`src/rtl/ctrl_sequencer.sv`:
```
// Multi-cycle fetch/decode/execute control unit for the accumulator datapath.
// Drives register load enables and memory strobes with a mem_ready handshake.
module ctrl_sequencer #(
  parameter int OPW  = 4,
  parameter int ALUW = 3
) (
  input  logic            clk,
  input  logic            clr,
  input  logic            run,
  input  logic [OPW-1:0]  opcode,
  input  logic            zero,
  input  logic            mem_ready,
  output logic            pc_load,
  output logic            pc_inc,
  output logic            mar_load,
  output logic            mar_sel,
  output logic            mdr_load,
  output logic            ir_load,
  output logic            acc_load,
  output logic            mem_rd,
  output logic            mem_wr,
  output logic [ALUW-1:0] alu_op,
  output logic            halted,
  output logic            illegal,
  output logic [3:0]      state
);

  typedef enum logic [3:0] {
    S_IDLE   = 4'd0,
    S_F_ADDR = 4'd1,
    S_F_MEM  = 4'd2,
    S_F_IR   = 4'd3,
    S_DECODE = 4'd4,
    S_E_MRD  = 4'd5,
    S_E_WB   = 4'd6,
    S_E_MWR  = 4'd7,
    S_E_BR   = 4'd8,
    S_HALT   = 4'd9
  } state_t;

  state_t         r_state;
  state_t         w_next;
  state_t         w_bound;
  logic [OPW-1:0] r_op;

  logic w_rd_op;
  logic w_st_op;
  logic w_br_op;
  logic w_hlt_op;
  logic w_ill_op;

  always_ff @(posedge clk or negedge clr) begin
    if (!clr) begin
      r_state <= S_IDLE;
      r_op    <= '0;
    end else begin
      r_state <= w_next;
      if (r_state == S_DECODE)
        r_op <= opcode;
    end
  end

  assign w_rd_op  = (opcode == OPW'(1)) || (opcode == OPW'(3)) ||
                    (opcode == OPW'(4)) || (opcode == OPW'(5));
  assign w_st_op  = (opcode == OPW'(2));
  assign w_br_op  = (opcode == OPW'(6)) ||
                    ((opcode == OPW'(7)) && zero);
  assign w_hlt_op = (opcode == OPW'(15));
  assign w_ill_op = !((opcode <= OPW'(7)) || w_hlt_op);
  assign w_bound  = run ? S_F_ADDR : S_IDLE;
  assign state    = r_state;

  always_comb begin
    w_next   = r_state;
    pc_load  = 1'b0;
    pc_inc   = 1'b0;
    mar_load = 1'b0;
    mar_sel  = 1'b0;
    mdr_load = 1'b0;
    ir_load  = 1'b0;
    acc_load = 1'b0;
    mem_rd   = 1'b0;
    mem_wr   = 1'b0;
    alu_op   = '0;
    halted   = 1'b0;
    illegal  = 1'b0;
    unique case (r_state)
      S_IDLE: begin
        if (run)
          w_next = S_F_ADDR;
      end
      S_F_ADDR: begin
        mar_load = 1'b1;
        w_next   = S_F_MEM;
      end
      S_F_MEM: begin
        mem_rd = 1'b1;
        if (mem_ready) begin
          mdr_load = 1'b1;
          pc_inc   = 1'b1;
          w_next   = S_F_IR;
        end
      end
      S_F_IR: begin
        ir_load = 1'b1;
        w_next  = S_DECODE;
      end
      S_DECODE: begin
        unique case (1'b1)
          w_rd_op: begin
            mar_load = 1'b1;
            mar_sel  = 1'b1;
            w_next   = S_E_MRD;
          end
          w_st_op: begin
            mar_load = 1'b1;
            mar_sel  = 1'b1;
            w_next   = S_E_MWR;
          end
          w_br_op:  w_next = S_E_BR;
          w_hlt_op: w_next = S_HALT;
          w_ill_op: begin
            illegal = 1'b1;
            w_next  = w_bound;
          end
          default:  w_next = w_bound;
        endcase
      end
      S_E_MRD: begin
        mem_rd = 1'b1;
        if (mem_ready) begin
          mdr_load = 1'b1;
          w_next   = S_E_WB;
        end
      end
      S_E_WB: begin
        acc_load = 1'b1;
        // LOAD passes memory data straight through to ACC
        case (r_op)
          OPW'(3): alu_op = ALUW'(1);
          OPW'(4): alu_op = ALUW'(2);
          OPW'(5): alu_op = ALUW'(3);
          default: alu_op = ALUW'(0);
        endcase
        w_next = w_bound;
      end
      S_E_MWR: begin
        mem_wr = 1'b1;
        if (mem_ready)
          w_next = w_bound;
      end
      S_E_BR: begin
        pc_load = 1'b1;
        w_next  = w_bound;
      end
      S_HALT: begin
        halted = 1'b1;
      end
      default: w_next = S_IDLE;
    endcase
  end

endmodule
```
`config.mk`:
```
export PLATFORM = sky130hd
export DESIGN_NAME = ctrl_sequencer
export DESIGN_NICKNAME = d
export VERILOG_FILES = /design/src/rtl/ctrl_sequencer.sv
export SDC_FILE = /design/constraint.sdc
export NUM_CORES = 1
export LEC_CHECK = 0
export ABC_CLOCK_PERIOD_IN_PS = 3800
export CELL_PAD_IN_SITES_DETAIL_PLACEMENT = 1
export CELL_PAD_IN_SITES_GLOBAL_PLACEMENT = 1
export CORE_MARGIN = 2
export CORE_UTILIZATION = 34
export CTS_BUF_LIST = sky130_fd_sc_hd__clkbuf_8
export DETAILED_ROUTE_END_ITERATION = 10
export MAX_ROUTING_LAYER = met4
export PLACE_DENSITY_LB_ADDON = 0.3
export SLEW_MARGIN = 40
export SYNTH_ARGS = -nofsm -noshare
export SYNTH_HDL_FRONTEND = slang
export SYNTH_SLANG_ARGS = --single-unit
```
`constraint.sdc`:
```
create_clock -name clk -period 3.8 [get_ports clk]
set_input_delay 0.95 -clock clk [delete_from_list [all_inputs] [get_ports clk]]
set_output_delay 0.95 -clock clk [all_outputs]
set_load 0.1 [all_outputs]
```
; After elaboration in Yosys (flattened, before gate mapping)
; Cells that the tools add are included.
[op_classes]
n_lt_le_gt_ge = 1
eq_ne = 24
n_mux = 23
bitwise_logic = 1
reduce_logical = 11
[op_table]
columns = op, count
row1 = == test 4 x 3 -> 1 bit (second input constant), 10
row2 = case mux 4 bit (9 select lines), 1
row3 = == test 4 x 2 -> 1 bit (second input constant), 5
row4 = two-way mux 4 bit, 4
row5 = case mux 4 bit (4 select lines), 1
row6 = two-way mux 1 bit, 14
row7 = == test 4 bit (second input constant), 3
row8 = == test 4 x 1 -> 1 bit (second input constant), 2
row9 = inequality test 2 bit (second input constant), 4
row10 = case mux 2 bit (3 select lines), 1
row11 = OR reduction 2 bit, 3
row12 = logical OR 1 bit, 5
row13 = AND reduction 5 bit, 1
row14 = less-or-equal comparator 4 x 3 -> 1 bit (second input constant), 1
row15 = zero test 4 bit, 1
row16 = two-way mux 2 bit, 1
row17 = case mux 1 bit (2 select lines), 1
row18 = logical AND 1 bit, 1
row19 = inverter 1 bit, 1
[word_totals]
ff_bits = 8
input_bits = 9
output_inout_bits = 18
word_cells = 62

; Longest topological paths before layout
[depth]
depth_word = 7
mapped_depth = 6
mapped_depth_nobuf = 4

; Worst setup path before layout
; Ideal clock, no wire load.
[synth_path]
path_kind = register to output
from = reg r_state[2], in the netlist state[2]
to = out alu_op[1]
t_arrival_ns = 5.676
required_ns = 2.850
slack_ns = -2.826
path_stages_with_launch = 5
path_buffers = 1
cell_sequence = dfrtp_1 > buf_2 > nand3b_1 > nor2_1 > nor4bb_1
[synth_between]
elab_chain_cells = 2
[synth_lines]
columns = item, line_no
row1 = "start, declared", 41  ; state_t r_state;
row2 = "start signal, assigned", 57  ; r_state <= w_next;
row3 = == test 4 x 3 -> 1 bit, 87  ; unique case (r_state)
row4 = two-way mux 2 bit, 87
row5 = "end, declared", 22  ; output logic [ALUW-1:0] alu_op,
; Every way passes these cells.

; Worst setup path after layout
[layout_path]
from = in opcode[0]
to = out mar_sel
[layout_between]
elab_chain_cells = 7
word_cells_on_any_way = 11
classes_between = eq/ne (5) / mux (2) / reduce/logical (4)
[layout_lines]
columns = item, line_no
row1 = "start, declared", 10  ; input logic [OPW-1:0] opcode,
row2 = == test 4 x 1 -> 1 bit / == test 4 x 2 -> 1 bit (equally long branches), 63  ; assign w_rd_op = (opcode == OPW'(1)) || (opcode == OPW'(3)) ||
row3 = logical OR 1 bit (2 in series), 63
row4 = logical OR 1 bit, 64  ; (opcode == OPW'(4)) || (opcode == OPW'(5));
row5 = OR reduction 2 bit (no source line) (*), n/a
row6 = two-way mux 1 bit (*), 109  ; unique case (1'b1)
row7 = two-way mux 1 bit (*), 87
row8 = "end, declared", 16  ; output logic mar_sel,
; Every way passes the cells marked *; elsewhere a longest branch is shown, timed or not.

==> flow_summary.ini <==
[setup_path]
cp_num_cells = 6
cp_cell_sequence = clkdlybuf4s50_1 -> nor3_1 -> a211oi_1 -> buf_4 -> and2_1 -> buf_12
crit_path_start_kind = input port
cp_max_fo = 6
crit_family = buffers and inverters
worstSetupPathType = in2out
crit_buf_inv = 3
rr_worst_depth = 4
worstPathRequired_ns = 2.85
slowest_stage = clkdlybuf4s50_1
crit_arrival_ns = 2.49
endpoint_kind = output pin
critPathMaxStageDelay_ns = 0.60

[status]
status = finished clean

[clock_network]
post_cts_buffers = 0
cts-hold-fix-buffers = 0
cts.sinks = 8
cts.repair.resized = 0
htree_levels = 1
clk_latency_ns = 0.22
clk_path_buf_depth = 2
cts_tree = yes
clkTransAtPathRegs_ns = 0.04
cts_root_buffer = clkbuf_8
cts_buffers = 3

[logic_synthesis]
synth_compound_area_frac = 0.1443
synthCells = 98
synthAdderAreaFrac = 0
synth_xor_area_frac = 0.01188
yosysUniqueCellTypes = 40
synth_seq_cells = 8
syn_nets = 107
synth_area_um2 = 737.0
ys_warn_count = 0
synthMuxAreaShare = 0.02886
syn_area_per_cell_um2 = 7.520
synth_top_family_by_area = simple AND/OR/NAND/NOR gates
yosys.area_share.simple = 0.4584
seq_area_frac_synth = 0.2716

[sta]
worst_pin_slew_ns = 0.7067
hold_viol = 0
finalClockSkew_ns = 0.005214
rsz0062_at_grt = false
fin_ws_ns = 0.3608
period_share = 0.9051
report.final.slew_viol_count = 0
setup_viol = 0
finalSetupTns_ns = 0
fin_crit_ns = 3.439
fmax_ghz = 0.2908
slew-limit-headroom = 0.5288

[global_routing]
grtUsageMet2 = 0.2632
use_met1 = 0.2810
top_usage_layer = met1
grt_pass1_wl_mm = 3.567
grt.overflow.total = 0
grt_pass1_vias = 721
grt_use_total = 0.1846
antenna_found_initial = 0
use_met3 = 0.01786
grt_max_degree = 22

[cells_and_area]
regArea_um2 = 200.2
nets = 129
layout-drive-gt1-share = 0.2797
final_common_cell = nand2_1
fill_cells = 244
antennaDiodeCount = 0
layout_common_cells = nand2_1, buf_4, nor2_1, clkdlybuf4s50_1, dfrtp_1
multi_input_area_um2 = 530.5
utilization = 0.5431
final_cells = 145
area_growth_pct = 47.54

[floorplan]
coreArea_um2 = 2002
die_area_um2 = 2556
chipWidth_um = 50.56
initial_core_util = 0.3681
num_io_pins = 27
die_y_um = 50.56
num_rows = 16

[pwr]
leakage_nw = 0.4725
p_per_area_nw_per_um2 = 958.4
fin_total_pwr_mw = 1.042
vdd_ir_drop_max_v = 0.0005468

[drt]
drt_iter0_markers = 16
viasPerCell = 5.338
first_pass_iters = 4
drc = 0
wl_mm = 2.068
ant_nets = 0
vias = 774
wire_per_inst_um = 14.26

[worst_hold_path]
hp-class = reg2reg
whs_path_depth = 2

[placed_design]
hpwl_mm = 1.535
place.port_buffers = 25
dp_cells = 142
gp_congestion = 0.7563
dp_slack_ns = 0.3558

[job]
cap_violations = 0
## layout make-up
cell class,count,area share
clock buffers,3,0.03797
inverters,1,0.003452
multi-input cells,80,0.4879
flip-flops and latches,8,0.1841
well taps,27,0.03107
repair buffers,26,0.2555
## logic make-up (layout without fill, tap and decap cells)
family | after synthesis | in the layout
AOI/OAI and AO/OA | 16 | 16
xor gates and xnor gates | 1 | 1
buffers and inverters | 10 | 30
DFF | 8 | 8
muxes | 2 | 2
other | 1 | 1
and+or+nand+nor | 60 | 60
## Yosys cell counts (all sizes together)
| master | number | area share |
|---|---|---|
| mux2i | 1 | 0.014 |
| and4b | 1 | 0.014 |
| nor3 | 4 | 0.027 |
| inv | 1 | 0.0051 |
| o22ai | 2 | 0.017 |
| a41o | 1 | 0.014 |
| nand4b | 1 | 0.012 |
| a211oi | 2 | 0.020 |
| a2111oi | 1 | 0.012 |
| and3b | 1 | 0.012 |
| nand3b | 3 | 0.031 |
| o221ai | 1 | 0.012 |
| a21boi | 1 | 0.010 |
| o21ai | 5 | 0.034 |
| conb | 1 | 0.0051 |
| or4b | 1 | 0.019 |
| nor2 | 10 | 0.051 |
| nand4 | 1 | 0.0085 |
| and3 | 3 | 0.025 |
| clkbuf | 4 | 0.022 |
| nor4bb | 1 | 0.014 |
| a21oi | 2 | 0.014 |
| nand2b | 3 | 0.025 |
| mux2 | 1 | 0.015 |
| dfrtp | 8 | 0.27 |
| nor3b | 1 | 0.010 |
| buf | 5 | 0.053 |
| xor2 | 1 | 0.012 |
| nand2 | 19 | 0.097 |
| and2 | 2 | 0.017 |
| a32oi | 1 | 0.012 |
| nor4b | 2 | 0.044 |
| nor2b | 3 | 0.025 |
| nand3 | 4 | 0.027 |
## metal layers
metal / vias to the layer above / wire, µm
met5: - / 0
met4: 0 / 19
met3: 2 / 47
met2: 18 / 935
met1: 365 / 1065
li1: 389 / -
## stage by stage
step	hold slack (ns)	area (µm²)
5_1_grt	0.5312	1087
2_1_floorplan	0.4375	789.5
4_1_cts	0.4960	1087
3_3_place_gp	0.4615	1046
6_report	0.4995	1087
3_5_place_dp	0.4792	1046
## worst min-delay path, cell delays in order, from the launching register on
cell and delay, ns:
dfrtp_1 0.36, nand2_1 0.06, nand2_1 0.05
## path summary, 6_finish.rpt
| path | startpoint | endpoint | slack [ns] |
|---|---|---|---|
| setup reg to reg | state[0]$_DFFE_PN0P_ | state[0]$_DFFE_PN0P_ | 1.99 |
| hold / removal | r_op[0]$_DFFE_PN0P_ | r_op[0]$_DFFE_PN0P_ | 0.50 |
| hold reg to reg | r_op[0]$_DFFE_PN0P_ | r_op[0]$_DFFE_PN0P_ | 0.50 |
| max in group asynchronous | clr | r_op[2]$_DFFE_PN0P_ | 2.52 |
| setup / recovery | opcode[0] | mar_sel | 0.36 |
| min in group asynchronous | clr | state[2]$_DFFE_PN0P_ | 1.01 |
## power breakdown
group	total, mW	switching, mW	internal, mW
clock network	0.100	0.0319	0.0685
registers	0.236	0.114	0.122
logic	0.705	0.479	0.227
total	1.04	0.625	0.417
## state kept, by name (all words and copies together) (netlist names)
name   flops
state      4
r_op       4
(Power assumes the default switching activity.)
